`config.mk`:
```
export PLATFORM = sky130hd
export DESIGN_NAME = encode_reg_arb_flat
export DESIGN_NICKNAME = d
export VERILOG_FILES = /design/src/rtl/encode_reg_arb_if.sv /design/src/rtl/encode_reg_arb.sv /design/src/flat_wrapper.sv
export SDC_FILE = /design/constraint.sdc
export NUM_CORES = 1
export LEC_CHECK = 0
export ABC_CLOCK_PERIOD_IN_PS = 4100
export CORE_ASPECT_RATIO = 1.1
export CORE_UTILIZATION = 25
export DETAILED_ROUTE_END_ITERATION = 6
export GPL_TIMING_DRIVEN = 1
export PLACE_DENSITY = 0.5
export SLEW_MARGIN = 20
export SYNTH_ARGS = -nofsm -noshare
export SYNTH_HDL_FRONTEND = slang
export SYNTH_SLANG_ARGS = --single-unit
```
`constraint.sdc`:
```
create_clock -name clk -period 4.1 [get_ports clk]
set_clock_uncertainty 0.1 [all_clocks]
set_input_delay 0.82 -clock clk [delete_from_list [all_inputs] [get_ports clk]]
set_output_delay 0.82 -clock clk [all_outputs]
set_load 0.02 [all_outputs]
```
`src/rtl/encode_reg_arb_if.sv`:
```
`default_nettype none
// ============================================================================
//  Module      : encode_reg_arb_if
//  Description : Request/grant bundle between register-select requesters,
//                the encode_reg_arb arbiter and the grant consumer.
//  Revision    : 1.0 - initial release
// ============================================================================
interface encode_reg_arb_if;
  // Request vector in decoder bit order: bit7=r0 ... bit0=r7
  logic [7:0] req;
  // Consumer accepts the current grant when ready and valid are both high
  logic       ready;
  // Grant outputs hold a live grant
  logic       valid;
  // Granted register number, r0=000 ... r7=111
  logic [2:0] reg_num;
  // One-hot grant in decoder bit order, zero when valid is low
  logic [7:0] grant;
  // Current round-robin start register (visibility only)
  logic [2:0] ptr;

  // Requester/consumer side
  modport master (
    output req,
    output ready,
    input  valid,
    input  reg_num,
    input  grant,
    input  ptr
  );

  // Arbiter side
  modport slave (
    input  req,
    input  ready,
    output valid,
    output reg_num,
    output grant,
    output ptr
  );
endinterface
`default_nettype wire

```
`src/rtl/encode_reg_arb.sv`:
```
`default_nettype none
// ============================================================================
//  Module      : encode_reg_arb
//  Description : Sequential encoder/arbiter for register-select requests.
//                Grants one requester at a time, presenting its 3-bit
//                register number and a one-hot echo, with a valid/ready
//                handshake toward the consumer. Round-robin by default,
//                fixed priority (r0 highest) when FIXED_PRIORITY=1.
//  Revision    : 1.0 - initial release
// ============================================================================
module encode_reg_arb #(
  parameter bit FIXED_PRIORITY = 1'b0
) (
  input  logic              clk,
  input  logic              rst,
  encode_reg_arb_if.slave   bus
);

  localparam logic [0:0] c_state_idle  = 1'b0;
  localparam logic [0:0] c_state_grant = 1'b1;

  // Decoder output for r0; shifting right by the register number gives
  // the one-hot grant for any register.
  localparam logic [7:0] c_r0_onehot = 8'b1000_0000;

  logic [0:0] r_state;
  logic [2:0] r_reg_num;
  logic [7:0] r_grant;
  logic [2:0] r_ptr;

  logic [7:0] w_req_by_reg;  // bit i set when register ri is requesting
  logic       w_any_req;
  logic [2:0] w_base;        // first register examined by the scan
  logic [2:0] w_win;         // selected winner for the next latch

  // Reorder requests so that bit index equals register number.
  genvar gi;
  generate
    for (gi = 0; gi < 8; gi++) begin : g_reorder
      assign w_req_by_reg[gi] = bus.req[7-gi];
    end
  endgenerate

  assign w_any_req = |bus.req;

  // Scan start: fixed priority always starts at r0; round-robin starts at
  // the pointer value that will be in effect after this edge, so an accept
  // and a new selection in the same cycle already see the advanced pointer.
  generate
    if (FIXED_PRIORITY) begin : g_fixed
      assign w_base = 3'd0;
    end else begin : g_rr
      logic w_accept;
      assign w_accept = (r_state == c_state_grant) && bus.ready;
      assign w_base   = w_accept ? (r_reg_num + 3'd1) : r_ptr;
    end
  endgenerate

  // Circular first-set scan from w_base, wrapping modulo 8.
  always_comb begin
    logic       v_found;
    logic [2:0] v_idx;
    v_found = 1'b0;
    v_idx   = 3'd0;
    w_win   = 3'd0;
    for (int k = 0; k < 8; k++) begin
      v_idx = w_base + 3'(k);
      if (!v_found && w_req_by_reg[v_idx]) begin
        v_found = 1'b1;
        w_win   = v_idx;
      end
    end
  end

  // Grant state machine: latch a winner from IDLE, hold while the consumer
  // stalls, and on accept either chain the next winner or return to IDLE.
  always_ff @(posedge clk or posedge rst) begin
    if (rst) begin
      r_state   <= c_state_idle;
      r_reg_num <= 3'd0;
      r_grant   <= 8'd0;
    end else begin
      case (r_state)
        c_state_idle: begin
          if (w_any_req) begin
            r_state   <= c_state_grant;
            r_reg_num <= w_win;
            r_grant   <= c_r0_onehot >> w_win;
          end
        end
        c_state_grant: begin
          // Without ready the grant is frozen; req changes are ignored.
          if (bus.ready) begin
            if (w_any_req) begin
              r_reg_num <= w_win;
              r_grant   <= c_r0_onehot >> w_win;
            end else begin
              r_state <= c_state_idle;
              r_grant <= 8'd0;
            end
          end
        end
        default: begin
          r_state <= c_state_idle;
          r_grant <= 8'd0;
        end
      endcase
    end
  end

  // Round-robin pointer advances past the accepted register, only on accept.
  always_ff @(posedge clk or posedge rst) begin
    if (rst) begin
      r_ptr <= 3'd0;
    end else if ((r_state == c_state_grant) && bus.ready) begin
      r_ptr <= r_reg_num + 3'd1;
    end
  end

  assign bus.valid   = (r_state == c_state_grant);
  assign bus.reg_num = r_reg_num;
  assign bus.grant   = r_grant;
  assign bus.ptr     = r_ptr;

endmodule
`default_nettype wire

```
`src/flat_wrapper.sv`:
```
// flat-port wrapper written by rule: the top's interface ports become plain ports
module encode_reg_arb_flat 
#(
  parameter bit FIXED_PRIORITY = 1'b0
)
  (clk, rst, bus_req, bus_ready, bus_valid, bus_reg_num, bus_grant, bus_ptr);
  encode_reg_arb_if bus_i ();
  input  logic clk;
  input  logic rst;
  input wire logic [$bits(bus_i.req)-1:0] bus_req;
  input wire logic [$bits(bus_i.ready)-1:0] bus_ready;
  output wire logic [$bits(bus_i.valid)-1:0] bus_valid;
  output wire logic [$bits(bus_i.reg_num)-1:0] bus_reg_num;
  output wire logic [$bits(bus_i.grant)-1:0] bus_grant;
  output wire logic [$bits(bus_i.ptr)-1:0] bus_ptr;
  assign bus_i.req = bus_req;
  assign bus_i.ready = bus_ready;
  assign bus_valid = bus_i.valid;
  assign bus_reg_num = bus_i.reg_num;
  assign bus_grant = bus_i.grant;
  assign bus_ptr = bus_i.ptr;
  encode_reg_arb #(.FIXED_PRIORITY(FIXED_PRIORITY)) u_core (.clk(clk), .rst(rst), .bus(bus_i));
endmodule
```
## Yosys cells after proc, flatten, opt, wreduce, memory -nomap -nowiden

Index checks and enable logic that the tools add are counted.

- Flip-flop bits (word level): 15
- Input port bits: 11
- Output and inout bits: 15

- Add/subtract/negate cells: 8
- Magnitude comparators: 8
- Equality and inequality tests: 2
- Shift operators: 1
- Mux-type cells: 42
- Bitwise logic cells: 1
- Reductions and logical operators: 17

Operators by type and width:

| operator | number |
|---|---|
| two-way mux 3 bit | 11 |
| less-than comparator 3 x 4 -> 1 bit (second input constant) | 8 |
| binary-select mux 1 bit (select 3 bit) | 8 |
| two-way mux 8 bit | 3 |
| two-way mux 1 bit | 17 |
| case mux 8 bit (2 select lines) | 1 |
| adder 3 bit (second input constant) | 4 |
| logical AND 1 bit | 8 |
| OR reduction 8 bit | 1 |
| >> shifter 8 x 3 -> 8 bit (first input constant) | 1 |
| logical NOT 1 bit | 7 |
| adder 3 x 1 -> 3 bit (second input constant) | 2 |
| adder 3 x 2 -> 3 bit (second input constant) | 2 |
| case mux 3 bit (2 select lines) | 1 |
| != test 2 x 1 -> 1 bit (second input constant) | 1 |
| != test 2 bit (second input constant) | 1 |
| case mux 1 bit (2 select lines) | 1 |
| AND reduction 2 bit | 1 |
| NOT 1 bit | 1 |

## Longest topological paths before layout

Gate-level depths: netlist (run 1).

- Depth in word-level cells: 30
- Depth in mapped cells: 14

## Worst setup path before layout (run 1)

Ideal clock, no wire load.

- Kind: input -> register
- From: input port bus_ready
- To: register u_core.r_grant[1], in the netlist u_core.bus.grant[1]
- Setup time: 0.122 ns
- Data arrival time: 3.384 ns
- Setup slack: 0.494 ns
- Stages: 12
- Cell sequence: nand2_4 -> mux2i_4 -> inv_1 -> buf_2 -> ha_1 -> inv_1 -> mux4_2 -> nor3_1 -> o21ai_1 -> a32oi_2 -> a21oi_1 -> a32o_1

- Longest elaborated chain between the ends: 30
- Elaborated cells on any way between the ends: 61
- Classes of those cells: 7 x add/sub; 1 x eq/ne; 1 x shift; 36 x mux; 16 x reduce/logical

RTL lines:

| what | line | text |
|---|---|---|
| start, declared | flat_wrapper.sv:11 | `input wire logic [$bits(bus_i.ready)-1:0] bus_ready;` |
| logical AND 1 bit (*) | encode_reg_arb.sv:54 | `assign w_accept = (r_state == c_state_grant) && bus.ready;` |
| two-way mux 3 bit (*) | n/a |  |
| via u_core.w_base[1] | encode_reg_arb.sv:33 | `logic [2:0] w_base;` |
| branches (longest 23 deep; another with adder 3 x 1 -> 3 bit) | n/a |  |
| two-way mux 3 bit (*) | encode_reg_arb.sv:68 | `if (!v_found && w_req_by_reg[v_idx]) begin` |
| >> shifter 8 x 3 -> 8 bit (*) | encode_reg_arb.sv:88, encode_reg_arb.sv:96 |  |
| two-way mux 8 bit | encode_reg_arb.sv:94 | `if (w_any_req) begin` |
| two-way mux 8 bit | encode_reg_arb.sv:93 | `if (bus.ready) begin` |
| case mux 8 bit (2 select lines) (*) | encode_reg_arb.sv:83 | `case (r_state)` |
| end signal, assigned | encode_reg_arb.sv:88 | `r_grant <= c_r0_onehot >> w_win;` |
| end signal, assigned | encode_reg_arb.sv:96 | `r_grant <= c_r0_onehot >> w_win;` |
| end, declared | encode_reg_arb.sv:28 | `logic [7:0] r_grant;` |

Mark *: on every way through the listed nets, which the timed path passes. The select of a mux whose other input is x is not followed.
A chain may end at the register's enable or synchronous reset.

## Worst setup path after layout (run 1)

- From: input port bus_ready
- To: register u_core.r_grant[3], in the netlist u_core.bus.grant[3]

- Longest elaborated chain between the ends: 30
- Elaborated cells on any way between the ends: 61
- Classes of those cells: 7 x add/sub; 1 x eq/ne; 1 x shift; 36 x mux; 16 x reduce/logical

RTL lines:

| what |
|---|
| branches (longest 30 deep; another with adder 3 x 1 -> 3 bit) |

Parallel ways; which one is timed is not known. The select of a mux whose other input is x is not followed.

==> results of run 1 <==
worst register-to-register path, delay by kind of cell, from the launching register on:
kind	cells	cell delay [ps]
compound gates	3	1110
xor+xnor	1	310
mux	2	470
buf+inv	1	80
simple gates	1	120
fa+ha+maj	2	660
flops	1	470
sequential cells by signal (all words and copies together), names as in the netlist:
name,count
u_core.bus.grant,8
u_core.bus.ptr,3
u_core.bus.reg_num,3
u_core.bus.valid,1
cell usage after synthesis, types with 3 or more instances:
master	number
sky130_fd_sc_hd__nand3_1	21
sky130_fd_sc_hd__nand2_1	18
sky130_fd_sc_hd__dfrtp_1	15
sky130_fd_sc_hd__a21oi_1	13
sky130_fd_sc_hd__o21ai_1	11
sky130_fd_sc_hd__mux2_2	9
sky130_fd_sc_hd__mux2i_1	8
sky130_fd_sc_hd__nor2_1	6
sky130_fd_sc_hd__o21ai_0	6
sky130_fd_sc_hd__a32o_1	5
sky130_fd_sc_hd__inv_1	5
sky130_fd_sc_hd__o31ai_1	5
sky130_fd_sc_hd__a21o_1	3
sky130_fd_sc_hd__and3_1	3
sky130_fd_sc_hd__o211a_1	3
sky130_fd_sc_hd__o211ai_1	3
sky130_fd_sc_hd__xnor2_1	3
cell usage in the layout, fill, tap and decap left out, drive strengths merged, types with 5 or more instances in the layout:
master	instances
a32o	5
o21ai	17
mux2	10
clkdlybuf4s50	25
a21oi	13
nand2	19
dfrtp	15
nor2	8
o31ai	5
nand3	21
buf	14
inv	6
mux2i	9
per-stage QoR:
stage | hold slack [ps] | setup slack, ps | util, % | cells | cell area (µm²)
final | 390 | 259 | 33.5 | 301 | 2060
after global routing | 431 | 59.3 | 33.5 | 301 | 2060
after CTS | 393 | 253 | 33.5 | 301 | 2060
after detailed placement | 370 | 11.1 | 32.8 | 297 | 2020
after global placement | 374 | 35.1 | 32.8 | 297 | 2020
after floorplan | 493 | 494 | - | 182 | 1600
cells by family after synthesis:
group / after synthesis
and+or+nand+nor: 63
adders and majority gates: 2
buffers and inverters: 10
xor gates and xnor gates: 6
AOI/OAI and AO/OA: 66
DFF: 15
muxes: 20
metal layers:
layer	up-vias	wire (µm)	part of all wire [%]
met1	759	2170	46
met5	-	0	0
met4	0	36	0.77
met3	6	297	6.3
met2	51	2190	47
li1	785	-	-
final timing paths:
| path | startpoint | cells past startpoint | to |
|---|---|---|---|
| min in group asynchronous | rst | 2 | u_core.bus.reg_num[0]$_DFFE_PP0P_ |
| hold / removal | u_core.bus.grant[4]$_DFFE_PP0P_ | 2 | u_core.bus.grant[4]$_DFFE_PP0P_ |
| hold reg to reg | u_core.bus.grant[4]$_DFFE_PP0P_ | 2 | u_core.bus.grant[4]$_DFFE_PP0P_ |
| max in group asynchronous | rst | 2 | u_core.bus.grant[5]$_DFFE_PP0P_ |
| setup reg to reg | u_core.bus.reg_num[0]$_DFFE_PP0P_ | 10 | u_core.bus.grant[3]$_DFFE_PP0P_ |
| setup / recovery | bus_ready | 11 | u_core.bus.grant[3]$_DFFE_PP0P_ |
area by class of cell:
class / instances / area, µm²
fillers: 680 / 4090
flip-flops and latches: 15 / 375
clock buffers: 3 / 41.3
clock inverters: 1 / 5.00
well taps: 80 / 100
repair buffers: 39 / 355
multi-input cells: 157 / 1160
inverters: 6 / 25.0
==> impl_summary.md, run 1 <==
Floorplan
The height of the die is 85.8 µm. The floorplan has 30 rows. The placeable core region is 6160 µm². The effective utilization at floorplan is 25.9%. The I/O pin total is 26. The die covers 6700 µm².

The x dimension of the die is 78.2 µm.

Setup path
The kind of start point of the critical path is a primary input. Data on the critical path is required at its endpoint by 4180 ps. The internal reg-to-reg setup slack is 710 ps.

The largest fanout of any net on the critical path is 7. The type of the worst setup path is in -> reg. In this design, the stage delay of the slowest critical-path cell is 630 ps. The critical path goes through clkdlybuf4s50_1, buf_4, a21boi_2, buf_4, o21ai_1, nand3_1, a211oi_1, o211a_1, nand3_1, o31ai_1, a32o_1.

The category of the worst setup path capture point is a register. The kind of cell with the highest combined delay along the critical path is compound AO/OA/AOI/OAI gates. The buffer and inverter count on the worst path is 3. The data arrival time of the worst path is 3920 ps. The slowest stage cell on the critical path is sky130_fd_sc_hd__o31ai_1.

STA
The fmax is 260 MHz. For the finished layout, the period the worst path requires is 3840 ps. The count of final setup violators is 0. After layout, the worst path uses 93.7% of the clock period. The worst pin sits at a relative slew slack of 53.0%. At the pin with the least slew margin, the transition time is 698 ps. Setup repair after global routing left no endpoint under its margin. The number of pins with negative max-slew slack in the final report is 0. The total negative slack for setup checks is 0 ps. The number of hold violations in the final report is 0.

Global route
The number of global-route vias before repair is 1530. The met2 track demand over resource in global routing is 23.7%. The total congestion overflow after global routing is 0. The number of antenna violations at the first check in global routing is 0. The first-pass GRT wire length is 7660 µm.

The maximum number of pins on one net before global-route repair is 16. The combined global-route utilization of all metal layers is 14.5%. The met3 track demand over resource in global routing is 1.70%.

Global routing used 19.9% of the available met1 tracks. The busiest metal layer after global routing is met2.

Place
The number of port buffers is 25. Once detailed placement completed, the half-perimeter wirelength came to 3760 µm. The congestion estimate from routability-driven global placement came to 0.848.

Yosys
The number of enable flip-flop cells after synthesis is 0. Summed over its instances, the top area cell type makes up 23.5% of the synthesized netlist area. The synthesized design contains 15 register bits. Synthesis produced a netlist with a net count of 195. The synthesized netlist devotes 20.9% of its cell area to simple gates. The post-synthesis cell type count is 53. The share of synthesized area spent on multiplexers is 15.1%.

Sorting the synthesized cells by area gives the leading types as sky130_fd_sc_hd__dfrtp_1 24%, sky130_fd_sc_hd__nand3_1 6.6%, sky130_fd_sc_hd__mux2_2 6.4%, sky130_fd_sc_hd__mux2i_1 5.0%, sky130_fd_sc_hd__nand2_1 4.2%. Counting every instance in the synthesized netlist gives 182. The sequential area share after synthesis is 23.5%. The average cell area after synthesis is 8.77 µm². After synthesis, the share of flip-flops with an asynchronous set or reset is 100%.

The dominant register cell in the synthesized netlist is sky130_fd_sc_hd__dfrtp_1. The main combinational cell family by area after synthesis is compound AO/OA/AOI/OAI gates. The synthesized-area fraction occupied by ao, oa, aoi and oai cells is 30.7%. The synthesized netlist devotes 4.47% of its cell area to XOR and XNOR gates. The post-synthesis instance area is 1600 µm². The count of warnings emitted by yosys is 0. The cell type with the highest aggregate area in the netlist is sky130_fd_sc_hd__dfrtp_1. Summing the areas of all fa, ha and maj instances in the mapped netlist gives 1.57% of the synthesized area.

Clock tree
Counting along the longest clock path gives a buffer depth of 2. The clock drives 15 sinks. The clock tree from TritonCTS is yes. Clock-pin slew was measured on the worst setup and hold paths at 60 ps. The clock network latency to the later pin of the worst-skew pair is 240 ps. In this run the number of H-tree levels came out at 1. The clock tree root buffer cell is sky130_fd_sc_hd__clkbuf_8.

The number of clock buffers added by TritonCTS is 3. The number of hold buffers added after cts is 0. The post-CTS setup buffer count is 0. Post-CTS repair changed the size of 0 cells.

Finish
Of the cells placed in the final design, the portion with a size suffix greater than 1 is 20.4%. For this run, the post-layout net count is 235. Relative to the synthesized area, the layout overhead comes to 29.4%. The number of diodes is 0.

Routing
In the routed design, unresolved DRC markers number 0. The vias per cell is 5.32. The total vias in the final route is 1601. After detailed routing, the total wire length is 4690 µm. The number of optimization iterations in the first detailed-route pass is 4. The post-detailed-route wirelength per cell is 15.6 µm. In this run the remaining antenna-violating nets after routing total 0.

For this block, the initial DRC count from the detailed router was 155.

Run
The tool flagged a number of max-cap violations equal to 0.

Status
The flow ran to the end, and the final reports show no timing, DRC or antenna violations.

Worst hold path
The worst min-delay path category is reg -> reg.
Power of run 1 is not shown: default switching activity piles up to over one toggle a cycle in this logic, so the estimate is an artifact.
==> inputs of run 2 (changes only) <==
Settings changed: CORE_ASPECT_RATIO 1.1 to 0.9.
==> run 2 against run 1 <==
Compared with the run above: fmax is 0.32% lower; flip-flop and latch count unchanged; global-route usage increased by 0.34 points; critical endpoint is now u_core.bus.grant[6]$_DFFE_PP0P_; worst setup slack lost 12 ps; highest routed layer unchanged; critical path depth grew 2.
==> impl_summary.md, run 2 (synthesis gave the netlist of run 1 again) <==
Floorplan
The placeable core region was 6150 µm² (-0.12%). The number of cell rows is 27 (-10%). The height of the die is 77.8 µm (-9.3%). The x dimension of the die was 86.2 µm (+10%). The die area was 6700 µm² (about the same). The effective utilization at floorplan is 25.9% (+0.032 points). The I/O pin total is 26 (unchanged).

Routing
The vias per cell is 5.22 (-1.9%). The remaining design rule violation count was 0 (unchanged). The initial DRC count is 114 (-26%). The number of routed nets with antenna violations is 0 (unchanged). The total vias in the final route is 1623 (+1.4%). The wire length after detailed routing is 4920 µm (+5.0%).

The number of optimization iterations in the first detailed-route pass is 4 (unchanged). The post-detailed-route wirelength per cell came to 15.8 µm (+1.6%).

Finish
The area growth from synthesis to final layout is 31.6%. The flip-flop count of the largest register after layout is 8 (unchanged). The number of nets in the final layout was 238 (+1.3%).

The leading cell type in the layout, fill and taps excluded is sky130_fd_sc_hd__clkdlybuf4s50_1. The register area is 375 µm² (unchanged). The layout filler cell count is 674 (-0.88%).

In the layout the commonest cells are 25 x sky130_fd_sc_hd__clkdlybuf4s50_1, 21 x sky130_fd_sc_hd__nand3_1, 18 x sky130_fd_sc_hd__nand2_1. The number of diodes was 0 (unchanged). The multi-input gate area in the final layout came to 1170 µm² (+0.43%).

The fraction of layout instances using a drive strength above 1 is 21.4% (+1.1 points). The number of non-filler instances in the completed layout is 311 (+3.3%).

Worst hold path
The startpoint of the lowest-slack hold path is u_core.bus.grant[0]$_DFFE_PP0P_. The worst min-delay path category is reg -> reg. The number of cells traversed by the worst hold path came to 2 (unchanged).

Clock tree
The number of levels in the clock H-tree came to 1 (unchanged). The clock tree from TritonCTS is yes. The CTS buffer count came to 3 (unchanged). The clock tree root buffer cell is sky130_fd_sc_hd__clkbuf_8.

The CTS sink count was 15 (unchanged). The clock-pin slew on the worst setup and hold paths is 60 ps (about the same). The deepest clock path buffer count is 2 (unchanged). The clock network latency to the later pin of the worst-skew pair is 250 ps (about the same).

Setup path
STA classifies the critical path endpoint as a register. The setup path with the least slack is of type in -> reg. The largest fanout of any net on the critical path was 7 (unchanged). The most critical setup path has its endpoint at u_core.bus.grant[6]$_DFFE_PP0P_. The worst setup path is launched from a primary input. The critical path startpoint is bus_ready. The critical path required time came to 4150 ps (-30 ps). The data arrival time of the worst path was 3900 ps (-20 ps).

The worst reg2reg path endpoint is u_core.bus.grant[6]$_DFFE_PP0P_. The depth of the worst register-to-register path is 11 (+1). The origin of the critical flop-to-flop path is u_core.bus.reg_num[0]$_DFFE_PP0P_. The internal reg-to-reg setup slack is 700 ps (about the same).

Run
The max-cap violation count is 0 (unchanged).

STA
The number of pins with negative max-slew slack in the final report was 0 (unchanged). The pin slew with the least headroom to its limit was 615 ps (-83.8 ps). The total negative slack for setup checks is 0 ps (unchanged). The shortest period the worst path allows was 3850 ps (+12.4 ps). The tightest slew margin relative to the limit was 58.6% (+5.6 points). The post-route fraction of the period consumed by the critical path is 94.0% (+0.30 points). The count of final setup violators is 0 (unchanged). Setup repair after global routing left no endpoint under its margin.

The number of hold violations in the final report is 0 (unchanged). The fmax is 260 MHz (-0.32%).

Global route
The combined global-route utilization of all metal layers is 14.8% (+0.34 points). The first-pass GRT wire length is 8000 µm (+4.5%). The total congestion overflow after global routing is 0 (unchanged). The number of global-route vias before repair was 1555 (+1.6%). The maximum number of pins on one net before global-route repair is 16 (unchanged). The number of antenna violations at the first check in global routing was 0 (unchanged).

Status
The flow ran to the end, and the final reports show no timing, DRC or antenna violations.

Place
The final HPWL from detailed placement is 3890 µm (+3.5%). The number of port buffers was 25 (unchanged). The global placer's final weighted congestion came to 0.863 (+1.8%). The number of placed cells counting well taps was 306 (+3.0%).
## run 2: cell count changes in the layout (fill, tap and decap cells not counted)
cell	change
sky130_fd_sc_hd__buf_4	+3
sky130_fd_sc_hd__clkinv_2	-1
sky130_fd_sc_hd__o31ai_2	+1
sky130_fd_sc_hd__clkbuf_1	+1
sky130_fd_sc_hd__o31ai_1	-1
## run 2: per-layer routing
metal  global-route usage [%]  share of wire [%]  wire length (µm)  vias up
met5                        0                  0                 0        -
met4                     2.50               0.75                37        0
met3                    0.745                4.6               227        5
met2                     23.3                 42              2080       48
met1                     22.3                 52              2580      777
li1                         -                  -                 -      793
## run 2: layout make-up
| class | instances | share of cell area, % |
|---|---|---|
| Inverter | 6 | 1.19 |
| Multi-Input combinational cell | 157 | 55.6 |
| Sequential cell | 15 | 17.9 |
| Timing Repair Buffer | 42 | 18.0 |
| Tap cell | 87 | 5.18 |
| Clock buffer | 4 | 2.15 |
## run 2: per-stage QoR
step	area, µm²	hold WS (ps)	setup WS (ps)	util, %
floorplan	1600	493	494	-
global placement	2040	380	22.5	33.2
detailed placement	2040	376	17.0	33.2
CTS	2090	399	218	33.9
global route	2100	434	1.34	34.1
finish	2100	391	246	34.1
## run 2: how the worst min path moves through the flow
stage,to
finish,u_core.bus.grant[0]$_DFFE_PP0P_
detailed placement,u_core.bus.grant[0]$_DFFE_PP0P_
global placement,u_core.bus.grant[2]$_DFFE_PP0P_
global route,u_core.bus.grant[7]$_DFFE_PP0P_
CTS,u_core.bus.grant[0]$_DFFE_PP0P_
floorplan,u_core.bus.grant[0]$_DFFE_PP0P_
## run 2: critical path, cell delays in order
cell and delay (ps):
sky130_fd_sc_hd__clkdlybuf4s50_1 610, sky130_fd_sc_hd__buf_4 170, sky130_fd_sc_hd__a21boi_2 60, sky130_fd_sc_hd__nor2_4 100
sky130_fd_sc_hd__inv_1 50, sky130_fd_sc_hd__ha_1 270, sky130_fd_sc_hd__xnor2_4 320, sky130_fd_sc_hd__mux2_2 400
sky130_fd_sc_hd__nor2_2 220, sky130_fd_sc_hd__a211oi_2 120, sky130_fd_sc_hd__o21ai_1 240, sky130_fd_sc_hd__nand4_2 210
sky130_fd_sc_hd__o31ai_1 300
## run 2: what timing repair did
item,in CTS,in global routing
endpoints found under the setup margin,0,3
resized for setup,0,1
setup buffers,0,1
hold buffers,0,0
Power of run 2 is left out for the same reason.
==> inputs of run 3 (changes only) <==
Settings changed: CAP_MARGIN set to 20, CORE_UTILIZATION 25 to 54, PLACE_DENSITY 0.5 to 0.88.
==> run 3 against run 2 <==
Compared with the run above: largest cell class unchanged; non-clock buffer count down 7; core utilization up 37 points; flip-flop and latch count unchanged; critical endpoint is now u_core.bus.grant[5]$_DFFE_PP0P_; critical path depth down 1; count of clock-buffer cells in the layout down 1; die area down 53%; first-iteration DRC count up 110%; highest routed layer unchanged.
==> impl_summary.md, run 3 (synthesis gave the netlist of run 1 again) <==
Place
The final HPWL from detailed placement is 3880 µm (-0.30%). The global placer's final weighted congestion came to 1.06 (+23%). The worst slack at placement is -29.6 ps (-46.5 ps). The number of port buffers is 25 (unchanged).

Clock tree
TritonCTS built the clock tree. The number of hold buffers added after cts is 0 (unchanged). The CTS sink count is 15 (unchanged). The number of levels in the clock H-tree came to 1 (unchanged).

The total of cells resized after clock tree synthesis is 0 (unchanged). The clock-pin slew on the worst setup and hold paths came to 80 ps (+20 ps). The deepest clock path buffer count was 2 (unchanged). The post-CTS setup buffer count is 0 (unchanged). In this run the clock root is driven by a sky130_fd_sc_hd__clkbuf_4.

The clock network latency to the later pin of the worst-skew pair is 310 ps (+60 ps). The CTS buffer count is 3 (unchanged).

Routing
The wire length after detailed routing is 4860 µm (-1.3%). The number of routed nets with antenna violations came to 0 (unchanged). The number of optimization iterations in the first detailed-route pass came to 5 (+1).

The total vias in the final route is 1736 (+7.0%). The initial DRC count is 240 (+110%). The remaining design rule violation count is 0 (unchanged). The vias per cell was 6.75 (+29%). The post-detailed-route wirelength per cell came to 18.9 µm (+19%).

Global route
The first-pass GRT wire length is 7880 µm (-1.6%). The number of global-route vias before repair is 1732 (+11%). The total congestion overflow after global routing is 0 (unchanged). The maximum number of pins on one net before global-route repair is 16 (unchanged).

The combined global-route utilization of all metal layers is 33.6% (+19 points). The number of antenna violations at the first check in global routing is 0 (unchanged).

Floorplan
The I/O pin total came to 26 (unchanged). The effective utilization at floorplan is 57.6% (+32 points). The die area is 3180 µm² (-53%). The number of cell rows is 18 (-33%). The placeable core region is 2770 µm² (-55%). The x dimension of the die is 59.3 µm (-31%). The height of the die is 53.6 µm (-31%).

Finish
The number of nets in the final layout is 231 (-2.9%). Leaving out fill and tap cells, the most frequent cells in the layout are 25 x sky130_fd_sc_hd__clkdlybuf4s50_1, 21 x sky130_fd_sc_hd__nand3_1, 18 x sky130_fd_sc_hd__nand2_1. The flip-flop count of the largest register after layout is 8 (unchanged).

The number of diodes is 0 (unchanged). The fraction of layout instances using a drive strength above 1 came to 18.9% (-2.5 points). The layout filler cell count is 226 (-66%).

The area growth from synthesis to final layout is 23.4%. The leading cell type in the layout, fill and taps excluded is sky130_fd_sc_hd__clkdlybuf4s50_1.

STA
The post-route fraction of the period consumed by the critical path is 94.4% (+0.40 points). Setup repair after global routing left no endpoint under its margin. The minimum hold slack is 403 ps (+12.4 ps). The shortest period the worst path allows is 3870 ps (+16.3 ps). The worst path setup slack after routing is 230 ps (-16.3 ps). The number of pins with negative max-slew slack in the final report came to 0 (unchanged). The fmax is 258 MHz (-0.42%). The pin slew with the least headroom to its limit came to 578 ps (-36.8 ps).

The number of hold violations in the final report is 0 (unchanged). The count of final setup violators is 0 (unchanged). The tightest slew margin relative to the limit is 61.4% (+2.8 points).

Setup path
The worst setup path is captured at a register. The critical path required time is 4180 ps (+30 ps). The setup path with the least slack is of type in -> reg. The kind of start point of the critical path is a primary input. The depth of the worst register-to-register path was 11 (unchanged). The largest fanout of any net on the critical path is 7 (unchanged). The data arrival time of the worst path is 3950 ps (+50 ps).

Worst hold path
The number of cells traversed by the worst hold path is 1 (-1). The worst min-delay path category is reg -> reg.

Run
The max-cap violation count is 0 (unchanged).

Status
The flow ran to the end, and the final reports show no timing, DRC or antenna violations.
## run 3: per-stage QoR
stage / cell area (µm²) / TNS [ps] / util, % / std cells
after global routing: 1970 / 0 / 71.0 / 257
final: 1970 / 0 / 71.0 / 257
after detailed placement: 1940 / -42.7 / 70.0 / 253
after floorplan: 1600 / 0 / - / 182
after global placement: 1940 / 0 / 70.0 / 253
after CTS: 1970 / 0 / 71.0 / 257
## run 3: final cells by class
| class | count | area [µm²] | area share (%) |
|---|---|---|---|
| Timing Repair Buffer | 35 | 325 | 16.5 |
| Clock inverter | 1 | 7.51 | 0.381 |
| Inverter | 6 | 25.0 | 1.27 |
| Sequential cell | 15 | 375 | 19.1 |
| Tap cell | 40 | 50.0 | 2.54 |
| Multi-Input combinational cell | 157 | 1160 | 59.1 |
| Clock buffer | 3 | 22.5 | 1.14 |
## run 3: worst paths after layout
path	startpoint	to	slack (ps)
setup / recovery	bus_ready	u_core.bus.grant[5]$_DFFE_PP0P_	230
setup reg to reg	u_core.bus.reg_num[0]$_DFFE_PP0P_	u_core.bus.grant[5]$_DFFE_PP0P_	640
max in group asynchronous	rst	u_core.bus.grant[5]$_DFFE_PP0P_	2740
hold / removal	u_core.bus.grant[5]$_DFFE_PP0P_	u_core.bus.grant[5]$_DFFE_PP0P_	400
min in group asynchronous	rst	u_core.bus.reg_num[2]$_DFFE_PP0P_	760
hold reg to reg	u_core.bus.grant[5]$_DFFE_PP0P_	u_core.bus.grant[5]$_DFFE_PP0P_	400
## run 3: metal layers
metal  part of all wire [%]  track usage [%]  up-vias  wire, µm
met3                    8.8             6.01       21       428
met5                      0                0        -         0
met1                     39             38.8      809      1870
li1                       -                -      784         -
met2                     50             61.2      122      2410
met4                    3.0             14.7        0       144
## run 3: worst max-delay path: stages
cell,delay [ps]
sky130_fd_sc_hd__clkdlybuf4s50_1,570
sky130_fd_sc_hd__nand2_4,160
sky130_fd_sc_hd__mux2i_4,230
sky130_fd_sc_hd__inv_1,80
sky130_fd_sc_hd__ha_1,270
sky130_fd_sc_hd__xnor2_4,320
sky130_fd_sc_hd__mux2_2,400
sky130_fd_sc_hd__nor2_2,230
sky130_fd_sc_hd__a21oi_1,110
sky130_fd_sc_hd__a211o_1,330
sky130_fd_sc_hd__and3_4,190
sky130_fd_sc_hd__a32o_1,240
Power of run 3 is left out for the same reason.
